File: config.mk
export PLATFORM = sky130hd
export DESIGN_NAME = y86_fetch
export DESIGN_NICKNAME = d
export VERILOG_FILES = /design/src/rtl/y86_pkg.sv /design/src/rtl/y86_fetch_len.sv /design/src/rtl/y86_fetch.sv
export SDC_FILE = /design/constraint.sdc
export NUM_CORES = 1
export LEC_CHECK = 0
export ABC_AREA = 1
export BUFFER_PORTS_ARGS = -buffer_cell sky130_fd_sc_hd__buf_2
export CORE_UTILIZATION = 47
export CTS_CLUSTER_DIAMETER = 120
export CTS_CLUSTER_SIZE = 16
export DETAILED_ROUTE_END_ITERATION = 8
export PLACE_DENSITY = 0.77
export SLEW_MARGIN = 20
export SYNTH_ARGS = -nofsm -noshare
export SYNTH_HDL_FRONTEND = slang
export SYNTH_SLANG_ARGS = --single-unit
export TNS_END_PERCENT = 30
File: constraint.sdc
create_clock -name clk -period 1.31 [get_ports clk]
set_input_delay 0.0655 -clock clk [delete_from_list [all_inputs] [get_ports clk]]
set_output_delay 0.0655 -clock clk [all_outputs]
set_load 0.02 [all_outputs]
File: src/rtl/y86_pkg.sv
// Shared Y86 fetch definitions: icode constants, the "no register" marker and the fetch FSM states.
package y86_pkg;

  localparam logic [3:0] IHALT   = 4'h0;
  localparam logic [3:0] INOP    = 4'h1;
  localparam logic [3:0] IRRMOVL = 4'h2;
  localparam logic [3:0] IIRMOVL = 4'h3;
  localparam logic [3:0] IOPL    = 4'h6;
  localparam logic [3:0] RNONE   = 4'hF;

  typedef enum logic [2:0] {
    S_OPC,
    S_REGS,
    S_IMM,
    S_PRESENT,
    S_STOP,
    S_ERR
  } fetch_state_t;

endpackage

File: src/rtl/y86_fetch_len.sv
// Combinational icode classifier: which trailing bytes an instruction carries and whether it is legal.
module y86_fetch_len
  import y86_pkg::*;
(
  input  logic [3:0] i_icode,
  output logic       o_needs_regs,
  output logic       o_needs_imm,
  output logic       o_legal
);

  always_comb begin
    o_needs_regs = 1'b0;
    o_needs_imm  = 1'b0;
    o_legal      = 1'b1;
    case (i_icode)
      IHALT, INOP:   ;
      IRRMOVL, IOPL: o_needs_regs = 1'b1;
      IIRMOVL: begin
        o_needs_regs = 1'b1;
        o_needs_imm  = 1'b1;
      end
      default:       o_legal = 1'b0;
    endcase
  end

endmodule

File: src/rtl/y86_fetch.sv
// Byte-serial Y86 instruction fetch: reads opcode, register and immediate bytes, then presents the instruction.
// Y86_FETCH_ILLEGAL_TRAP_EN: when defined, an illegal icode traps into ERR; otherwise it is fetched as a NOP.
module y86_fetch
  import y86_pkg::*;
#(
  parameter int              PC_W     = 32,
  parameter logic [PC_W-1:0] RESET_PC = '0
) (
  input  logic            clk,
  input  logic            resetn,
  output logic            imem_req,
  output logic [PC_W-1:0] imem_addr,
  input  logic            imem_ack,
  input  logic [7:0]      imem_rdata,
  output logic            inst_valid,
  input  logic            inst_ready,
  output logic [3:0]      icode,
  output logic [3:0]      ifun,
  output logic [3:0]      rA,
  output logic [3:0]      rB,
  output logic [31:0]     valC,
  output logic [PC_W-1:0] valP,
  output logic            halted,
  output logic            ierr
);

  localparam logic [PC_W-1:0] PC_ONE = {{(PC_W-1){1'b0}}, 1'b1};

  fetch_state_t    r_state, w_next;
  logic [PC_W-1:0] r_pc;
  logic [1:0]      r_cnt;
  logic [3:0]      r_icode, r_ifun, r_ra, r_rb;
  logic [31:0]     r_valc;
  logic            r_imm;
  logic            w_fire;
  logic            w_needs_regs, w_needs_imm, w_legal;
  logic [3:0]      w_icode_cap;

  y86_fetch_len u_len (
    .i_icode      (imem_rdata[7:4]),
    .o_needs_regs (w_needs_regs),
    .o_needs_imm  (w_needs_imm),
    .o_legal      (w_legal)
  );

  always_comb begin
    w_next      = r_state;
    imem_req    = 1'b0;
    inst_valid  = 1'b0;
    halted      = 1'b0;
    ierr        = 1'b0;
    w_icode_cap = imem_rdata[7:4];
`ifdef Y86_FETCH_ILLEGAL_TRAP_EN
`else
    if (!w_legal) w_icode_cap = INOP;
`endif
    case (r_state)
      S_OPC: begin
        imem_req = 1'b1;
        if (imem_ack) begin
          if (!w_legal) begin
`ifdef Y86_FETCH_ILLEGAL_TRAP_EN
            w_next = S_ERR;
`else
            w_next = S_PRESENT;
`endif
          end else if (w_needs_regs) begin
            w_next = S_REGS;
          end else begin
            w_next = S_PRESENT;
          end
        end
      end
      S_REGS: begin
        imem_req = 1'b1;
        if (imem_ack) w_next = r_imm ? S_IMM : S_PRESENT;
      end
      S_IMM: begin
        imem_req = 1'b1;
        if (imem_ack && (r_cnt == 2'd3)) w_next = S_PRESENT;
      end
      S_PRESENT: begin
        inst_valid = 1'b1;
        if (inst_ready) w_next = (r_icode == IHALT) ? S_STOP : S_OPC;
      end
      S_STOP: halted = 1'b1;
      S_ERR: begin
`ifdef Y86_FETCH_ILLEGAL_TRAP_EN
        ierr = 1'b1;
`endif
      end
      default: w_next = S_OPC;
    endcase
    // The request is withheld while reset is asserted, even though the state already reads OPC.
    if (!resetn) imem_req = 1'b0;
  end

  assign w_fire = imem_req & imem_ack;

  always_ff @(posedge clk) begin
    if (!resetn) begin
      r_state <= S_OPC;
      r_pc    <= RESET_PC;
      r_cnt   <= 2'd0;
      r_icode <= IHALT;
      r_ifun  <= 4'h0;
      r_ra    <= RNONE;
      r_rb    <= RNONE;
      r_valc  <= 32'h0;
      r_imm   <= 1'b0;
    end else begin
      r_state <= w_next;
      if (w_fire) begin
        r_pc <= r_pc + PC_ONE;
        case (r_state)
          S_OPC: begin
            r_icode <= w_icode_cap;
            r_ifun  <= imem_rdata[3:0];
            r_ra    <= RNONE;
            r_rb    <= RNONE;
            r_valc  <= 32'h0;
            r_cnt   <= 2'd0;
            r_imm   <= w_needs_imm;
          end
          S_REGS: begin
            r_ra <= imem_rdata[7:4];
            r_rb <= imem_rdata[3:0];
          end
          S_IMM: begin
            // Little-endian: the first immediate byte lands in valC[7:0].
            case (r_cnt)
              2'd0:    r_valc[7:0]   <= imem_rdata;
              2'd1:    r_valc[15:8]  <= imem_rdata;
              2'd2:    r_valc[23:16] <= imem_rdata;
              default: r_valc[31:24] <= imem_rdata;
            endcase
            r_cnt <= r_cnt + 2'd1;
          end
          default: ;
        endcase
      end
    end
  end

  assign imem_addr = r_pc;
  assign icode     = r_icode;
  assign ifun      = r_ifun;
  assign rA        = r_ra;
  assign rB        = r_rb;
  assign valC      = r_valc;
  assign valP      = r_pc;

endmodule
# --- After elaboration in Yosys (flattened, before gate mapping) ---
# Index checks and enable logic that the tools add are counted.
op_classes:
  addsub: 2
  eq_ne: 20
  n_reduce_logical: 20
  n_bitwise: 2
  mux: 25
op_table:
  columns: ["cell", "count"]
  rows:
  - ["$pmux W32 S2", 1]
  - ["$add A32 B1 Y32 const B", 1]
  - ["$mux W8", 4]
  - ["$ne A2 B2 Y1 const B", 8]
  - ["$pmux W4 S2", 2]
  - ["$mux W3", 5]
  - ["$pmux W3 S5", 1]
  - ["$reduce_and A3 Y1", 4]
  - ["$reduce_or A3 Y1", 3]
  - ["$eq A4 B2 Y1 const B", 2]
  - ["$logic_not A4 Y1", 2]
  - ["$mux W1", 8]
  - ["$eq A3 B2 Y1 const B", 2]
  - ["$eq A3 B3 Y1 const B", 2]
  - ["$reduce_and A2 Y1", 3]
  - ["$reduce_and A5 Y1", 1]
  - ["$reduce_or A5 Y1", 1]
  - ["$eq A2 B2 Y1 const B", 2]
  - ["$eq A4 B1 Y1 const B", 1]
  - ["$eq A4 B3 Y1 const B", 1]
  - ["$mux W2", 2]
  - ["$mux W4", 1]
  - ["$pmux W2 S2", 1]
  - ["$reduce_bool A2 Y1", 2]
  - ["other kinds (9)", 9]
word_totals:
  out_inout_bits: 116
  register_bits: 86
  word_cells: 81

# --- Depth between registers and ports, before layout ---
depth:
  ltp_word: 7
  depth_mapped: 10
  depth_no_buf: 10

# --- Cells and area by module ---
# From an unflattened synthesis, not the netlist that was laid out.
hier_totals:
  cells_unflattened: 620
  hier_area_um2: 4251.6
by_module_without_submodules:
  columns: ["module", "seq_area_each_um2", "n_inst", "cells_each", "area_each_um2"]
  rows:
  - ["y86_fetch", 1721.7, 1, 609, 4205.3]
  - ["y86_fetch_len", 0.0, 1, 11, 46.3]

# --- Worst setup path before layout ---
# OpenSTA, ideal clock, no wires.
synth_path:
  path_type: "reg2reg"
  start: "register r_pc[1] (netlist: imem_addr[1])"
  end: "register r_pc[12] (netlist: imem_addr[12])"
  slack_ns: -0.336
  stages_incl_launch_ff: 9
  arrival_time_ns: 1.530
  synth_period_minus_slack_ns: 1.646
  cell_sequence: "dfxtp_1 > ha_1 > nand2_1 > nor2_1 > nand2_1 > nor2_1 > nand2_1 > o21ai_0 > nor2_1"
synth_between:
  elab_chain_len: 1
synth_rtl:
  columns: ["item", "line", "rtl"]
  rows:
  - ["start, declared", "y86_fetch.sv:30", "logic [PC_W-1:0] r_pc;"]
  - ["start signal, assigned", "y86_fetch.sv:114", "r_pc <= r_pc + PC_ONE;"]
  - ["$add A32 B1 Y32", "y86_fetch.sv:114", null]
# No other way between the ends.
# A chain may end at the register's enable or synchronous reset.

# --- Worst setup path in the final report ---
layout_path:
  start: "register r_state[0]"
  end: "register r_valc[15] (netlist: valC[15])"
layout_between:
  elab_chain_len: 6
layout_rtl:
  columns: ["item", "line", "rtl"]
  rows:
  - ["start, declared", "y86_fetch.sv:29", "fetch_state_t r_state, w_next;"]
  - ["start signal, assigned", "y86_fetch.sv:112", "r_state <= w_next;"]
  - ["$eq A3 B2 Y1 (tied with other cells)", "y86_fetch.sv:57, y86_fetch.sv:115", null]
  - ["$reduce_or A3 Y1 (no line)", null, null]
  - ["$mux W1", "y86_fetch.sv:57", "case (r_state)"]
  - ["$mux W1", "y86_fetch.sv:95", "if (!resetn) imem_req = 1'b0;"]
  - ["$and A1 B1 Y1", "y86_fetch.sv:98", "assign w_fire = imem_req & imem_ack;"]
  - ["$reduce_and A3 Y1 (no line)", null, null]
  - ["end signal, assigned", "y86_fetch.sv:133", "2'd1: r_valc[15:8] <= imem_rdata;"]
  - ["end, declared", "y86_fetch.sv:33", "logic [31:0] r_valc;"]
# Several ways; a longest one is shown, not always the timed one.

==> report_table.html <==
<table>
<tr><th>Metric</th><th>Value</th></tr>
<tr><th colspan="2">CTS</th></tr>
<tr><td>Number of buffers added by the clock tree synthesis step</td><td>9</td></tr>
<tr><td>Clock latency of the later-clocked register in the worst-skew pair</td><td>around 0.37 ns</td></tr>
<tr><td>Clock Sink Count</td><td>between 80 and 90</td></tr>
<tr><td>Buffer type at the clock tree root</td><td>sky130_fd_sc_hd__clkbuf_8</td></tr>
<tr><td>CTS tree</td><td>done</td></tr>
<tr><td>Clock-pin slew of the registers on the worst-case setup and hold paths</td><td>0.09 ns</td></tr>
<tr><td>Maximum clock path buffer count</td><td>2</td></tr>
<tr><td>H-tree Lvls</td><td>3</td></tr>
<tr><th colspan="2">Run status</th></tr>
<tr><td>Outcome</td><td>complete, but fails checks</td></tr>
<tr><td>Violations in the final reports</td><td>setup timing</td></tr>
<tr><th colspan="2">Routing</th></tr>
<tr><td>Detailed Routing Iterations Pass 1</td><td>5</td></tr>
<tr><td>Post-detailed-route count of antenna-violating nets</td><td>0</td></tr>
<tr><td>Drt wl/cell</td><td>14.83 um</td></tr>
<tr><td>DR vias</td><td>about 4900</td></tr>
<tr><td>Via-per-instance ratio</td><td>between 5 and 6</td></tr>
<tr><td>Drt first-iter violations</td><td>~360</td></tr>
<tr><td>Remaining design rule violation count</td><td>0</td></tr>
<tr><td>Final wirelength</td><td>around 14 mm</td></tr>
<tr><th colspan="2">Setup path</th></tr>
<tr><td>Slowest cell on crit path</td><td>sky130_fd_sc_hd__dfxtp_4</td></tr>
<tr><td>Largest incremental delay on the critical path</td><td>about 0.38 ns</td></tr>
<tr><td>Kind of cell adding the most delay to the critical path</td><td>simple AND/OR/NAND/NOR gates</td></tr>
<tr><td>Startpoint types</td><td>flip-flop</td></tr>
<tr><td>Endpoint required time on the critical path</td><td>between 1.5 and 2 ns</td></tr>
<tr><td>Category of the most critical setup path</td><td>flip-flop to flip-flop</td></tr>
<tr><td>Crit-path max FO</td><td>8</td></tr>
<tr><td>Logic depth of the worst register-to-register path</td><td>8</td></tr>
<tr><td>Flop-to-flop setup slack</td><td>-0.17 ns</td></tr>
<tr><td>FF-to-FF End</td><td>valC[15]</td></tr>
<tr><td>Cell Chain, Critical Path</td><td>buf_6 &gt; nor2_4 &gt; buf_12 &gt; nand2_8 &gt; nor2_8 &gt; buf_4 &gt; o21ai_0 &gt; nor2_1</td></tr>
<tr><td>Count of buffering cells on the critical path with inverters included</td><td>3</td></tr>
<tr><td>Reg-to-reg startpoint</td><td>r_state[0]</td></tr>
<tr><td>Endpoint kind of the worst setup timing path</td><td>flip-flop</td></tr>
<tr><td>Data arrival time of the critical path</td><td>~1.8 ns</td></tr>
<tr><th colspan="2">Pwr</th></tr>
<tr><td>Power Density</td><td>between 1000 and 1500 nW/um2</td></tr>
<tr><td>Static leakage power</td><td>between 0.003 and 0.004 uW</td></tr>
<tr><td>Clock group share of total power</td><td>22.8%</td></tr>
<tr><td>Internal Power</td><td>4738 uW</td></tr>
<tr><td>Combinational cell fraction of total power</td><td>a little under two fifths</td></tr>
<tr><td>Part of the power in registers</td><td>between 30% and 40%</td></tr>
<tr><td>Net switching component of the power</td><td>3100 uW</td></tr>
<tr><td>Peak supply drop</td><td>~1.1 mV</td></tr>
<tr><td>Sw Ratio</td><td>between 30% and 40%</td></tr>
<tr><th colspan="2">Logic synthesis</th></tr>
<tr><td>Per-instance average area after synthesis</td><td>6.916 um2</td></tr>
<tr><td>Post-Synth XOR/XNOR Area</td><td>less than 1%</td></tr>
<tr><td>Post-synthesis compound-gate area fraction</td><td>about a tenth</td></tr>
<tr><td>Flip-flop cell with the highest count after synthesis</td><td>sky130_fd_sc_hd__dfxtp_1</td></tr>
<tr><td>Post-Syn Area</td><td>between 4000 and 5000 um2</td></tr>
<tr><td>Top post-synthesis cells by area</td><td>sky130_fd_sc_hd__dfxtp_1 (40%), sky130_fd_sc_hd__nor2_1 (12%), sky130_fd_sc_hd__nand2_1 (10%)</td></tr>
<tr><td>Gate Count Post-Synth</td><td>between 600 and 700</td></tr>
<tr><td>Post-synth top area share</td><td>between 40% and 50%</td></tr>
<tr><td>Post-Synthesis Net Count</td><td>approximately 640</td></tr>
<tr><td>Synth Area in Simple Gates</td><td>between 30% and 40%</td></tr>
<tr><td>Sequential area share after synthesis</td><td>40.15%</td></tr>
<tr><td>Most frequent cell after synthesis</td><td>sky130_fd_sc_hd__nor2_1</td></tr>
<tr><td>FFs w/ async S/R, synth</td><td>0%</td></tr>
<tr><td>Share of synthesized cell area in full adder, half adder and majority cells</td><td>1.459%</td></tr>
<tr><td>Leading post-synthesis cells by instance count</td><td>sky130_fd_sc_hd__nor2_1 (132), sky130_fd_sc_hd__nand2_1 (118), sky130_fd_sc_hd__dfxtp_1 (86), sky130_fd_sc_hd__inv_1 (67), sky130_fd_sc_hd__o21ai_0 (44)</td></tr>
<tr><td>Main combinational cell family by area after synthesis</td><td>simple AND/OR/NAND/NOR gates</td></tr>
<tr><td>Library cell occupying the most area in the post-synthesis netlist</td><td>sky130_fd_sc_hd__dfxtp_1</td></tr>
<tr><td>Multiplexer share of the synthesized area</td><td>0%</td></tr>
<tr><td>Yosys warning count</td><td>0</td></tr>
<tr><td>Post-synth EDFFs</td><td>0</td></tr>
<tr><td>Seq cells post-synth</td><td>86</td></tr>
<tr><td>Number of distinct library cells after synthesis</td><td>32</td></tr>
<tr><th colspan="2">Floorplanning</th></tr>
<tr><td>Row count</td><td>34</td></tr>
<tr><td>Vertical extent of the die</td><td>between 90 and 100 um</td></tr>
<tr><td>Number of primary I/O pins</td><td>128</td></tr>
<tr><td>Die area</td><td>approximately 9500 um2</td></tr>
<tr><td>Starting density of the core</td><td>48.93%</td></tr>
<tr><td>Core region area</td><td>slightly below 9000 um2</td></tr>
<tr><td>Overall die width</td><td>just under 100 um</td></tr>
<tr><th colspan="2">Cells and area</th></tr>
<tr><td>Total area of multi-input combinational cells</td><td>between 2000 and 2500 um2</td></tr>
<tr><td>Layout overhead on the synthesized area</td><td>47.39%</td></tr>
<tr><td>Number of nets in the layout</td><td>826</td></tr>
<tr><td>Total of fill cells in the finished design</td><td>about 610</td></tr>
<tr><td>Layout cells sized above 1</td><td>between 40% and 50%</td></tr>
<tr><td>Storage element area</td><td>between 1500 and 2000 um2</td></tr>
<tr><td>Diode count</td><td>0</td></tr>
<tr><td>Post-layout util</td><td>~72%</td></tr>
<tr><th colspan="2">STA</th></tr>
<tr><td>Setup-failing EPs final</td><td>65</td></tr>
<tr><td>Minimum period implied by the final worst setup slack</td><td>1.478 ns</td></tr>
<tr><td>Crit path setup slack, layout</td><td>-0.1680 ns</td></tr>
<tr><td>Unrepaired setup endpoints after global routing</td><td>yes</td></tr>
<tr><td>Final worst-path cycle share</td><td>112.8%</td></tr>
<tr><td>Final Max Tran Viols</td><td>0</td></tr>
<tr><td>Clock skew</td><td>around 0.010 ns</td></tr>
<tr><td>Final Hold Slack</td><td>~0.012 ns</td></tr>
<tr><td>Final-report hold violation count</td><td>0</td></tr>
<tr><td>Max Clock Freq</td><td>between 600 and 700 MHz</td></tr>
<tr><th colspan="2">Worst hold path</th></tr>
<tr><td>Hold Crit Class</td><td>input pin to flip-flop</td></tr>
<tr><td>Hold Path Origin</td><td>imem_rdata[4]</td></tr>
<tr><td>Endpoint with the worst hold slack</td><td>r_imm</td></tr>
<tr><td>Worst hold path depth</td><td>3</td></tr>
<tr><th colspan="2">Job</th></tr>
<tr><td>Max Cap Violations</td><td>0</td></tr>
<tr><th colspan="2">Global route</th></tr>
<tr><td>Antenna violations before repair</td><td>0</td></tr>
<tr><td>Global-route usage over all layers</td><td>~25%</td></tr>
<tr><td>Largest net degree at the start of global routing</td><td>33</td></tr>
<tr><td>Number of global-route vias before repair</td><td>4316</td></tr>
<tr><td>Total congestion overflow</td><td>0</td></tr>
<tr><td>Global-route wire length before repair</td><td>about 20 mm</td></tr>
<tr><th colspan="2">Place</th></tr>
<tr><td>Final HPWL DP</td><td>a little under 9 mm</td></tr>
<tr><td>Global placement routability congestion</td><td>about 0.89</td></tr>
<tr><td>Setup Slack @ Placement</td><td>-0.2010 ns</td></tr>
<tr><td>Port Buf Inserts</td><td>~130</td></tr>
</table>
power by group through the flow:
stage               Combinational [uW]  Clock (uW)  Sequential [uW]
floorplan                         1090           0             3310
global placement                  2110           0             3060
detailed placement                2160           0             3060
CTS                               2430        1760             3020
global route                      3160        1880             3090
finish                            2990        1780             3070
worst max-delay path by stage:
stage,end,cells after the start,startpoint
3_5_place_dp,valC[23],6,r_state[0]
5_1_grt,valC[15],8,r_state[0]
4_1_cts,imem_addr[15],8,imem_addr[8]
3_3_place_gp,valC[31],6,r_state[2]
2_1_floorplan,valC[16],9,r_state[1]
6_report,valC[15],8,r_state[0]
cell families (layout without fill, tap and decap cells):
kind of cell	Yosys count	in the layout
AO/OA/AOI/OAI	85	85
XOR/XNOR	3	3
adder cells (fa/ha/maj)	5	5
buffers and inverters	119	310
flip-flops	86	86
other	1	1
AND/OR/NAND/NOR	321	324
layer usage:
layer	part of all wire, %	vias to the layer above	global-route usage (%)	wire, um
li1	-	2319	-	-
met1	40	2270	32.06	5528
met2	50	258	42.76	6779
met3	7.2	44	4.245	987
met4	2.8	0	11.20	377
met5	0	-	0	0
flip-flops by register name, summed over array words and instances, names as in the netlist:
signal	count
imem_addr	32
valC	32
icode	4
ifun	4
rA	4
rB	4
r_state	3
r_cnt	2
r_imm	1
worst register-to-register path, cell delays in order (launching register included):
cell	delay (ns)
sky130_fd_sc_hd__dfxtp_4	0.38
sky130_fd_sc_hd__buf_6	0.12
sky130_fd_sc_hd__nor2_4	0.14
sky130_fd_sc_hd__buf_12	0.13
sky130_fd_sc_hd__nand2_8	0.11
sky130_fd_sc_hd__nor2_8	0.22
sky130_fd_sc_hd__buf_4	0.14
sky130_fd_sc_hd__o21ai_0	0.07
sky130_fd_sc_hd__nor2_1	0.12
what timing repair did:
action | 4_1_cts | 5_1_grt
pin swaps | 14 | 40
setup buffers | 6 | 16
setup endpoints to repair | 72 | 87
hold buffers | 5 | 0
gates cloned | 2 | 1
gates resized for setup | 39 | 110
hold endpoints to repair | 7 | 0
metrics by stage:
step / total power (uW) / TNS, ns / instances / instance area, um2
floorplan: 4403 / -1.808 / 620 / 4410
global placement: 5173 / -2.207 / 876 / 5409
detailed placement: 5227 / -4.510 / 876 / 5409
CTS: 7208 / -2.672 / 905 / 5813
global route: 8127 / -10.38 / 922 / 6320
finish: 7838 / -4.759 / 922 / 6320
layout make-up:
class / count / share of cell area [%]
flip-flops and latches: 86 / 28.25
repair buffers: 222 / 23.56
clock buffers: 9 / 1.960
inverters: 72 / 4.712
clock inverters: 7 / 0.8909
multi-input cells: 418 / 38.49
well taps: 108 / 2.138
layout by cell type, fill, tap and decap left out, drive strengths merged:
cell type / netlist / final
buf: 40 / 217
nor2: 140 / 142
nand2: 120 / 120
dfxtp: 86 / 86
inv: 72 / 71
o21ai: 44 / 44
nand3: 28 / 28
a21oi: 27 / 27
nor3: 18 / 18
nand4: 10 / 11
a31oi: 10 / 10
clkbuf: 7 / 9
dlygate4sd3: 0 / 5
clkinv: 0 / 5
ha: 5 / 5
clkinvlp: 0 / 3
xnor2: 3 / 3
and2: 3 / 3
nand3b: 1 / 1
a211oi: 1 / 1
nor3b: 1 / 1
o211ai: 1 / 1
a22oi: 1 / 1
o21a: 1 / 1
conb: 1 / 1
(Power assumes the default switching activity.)
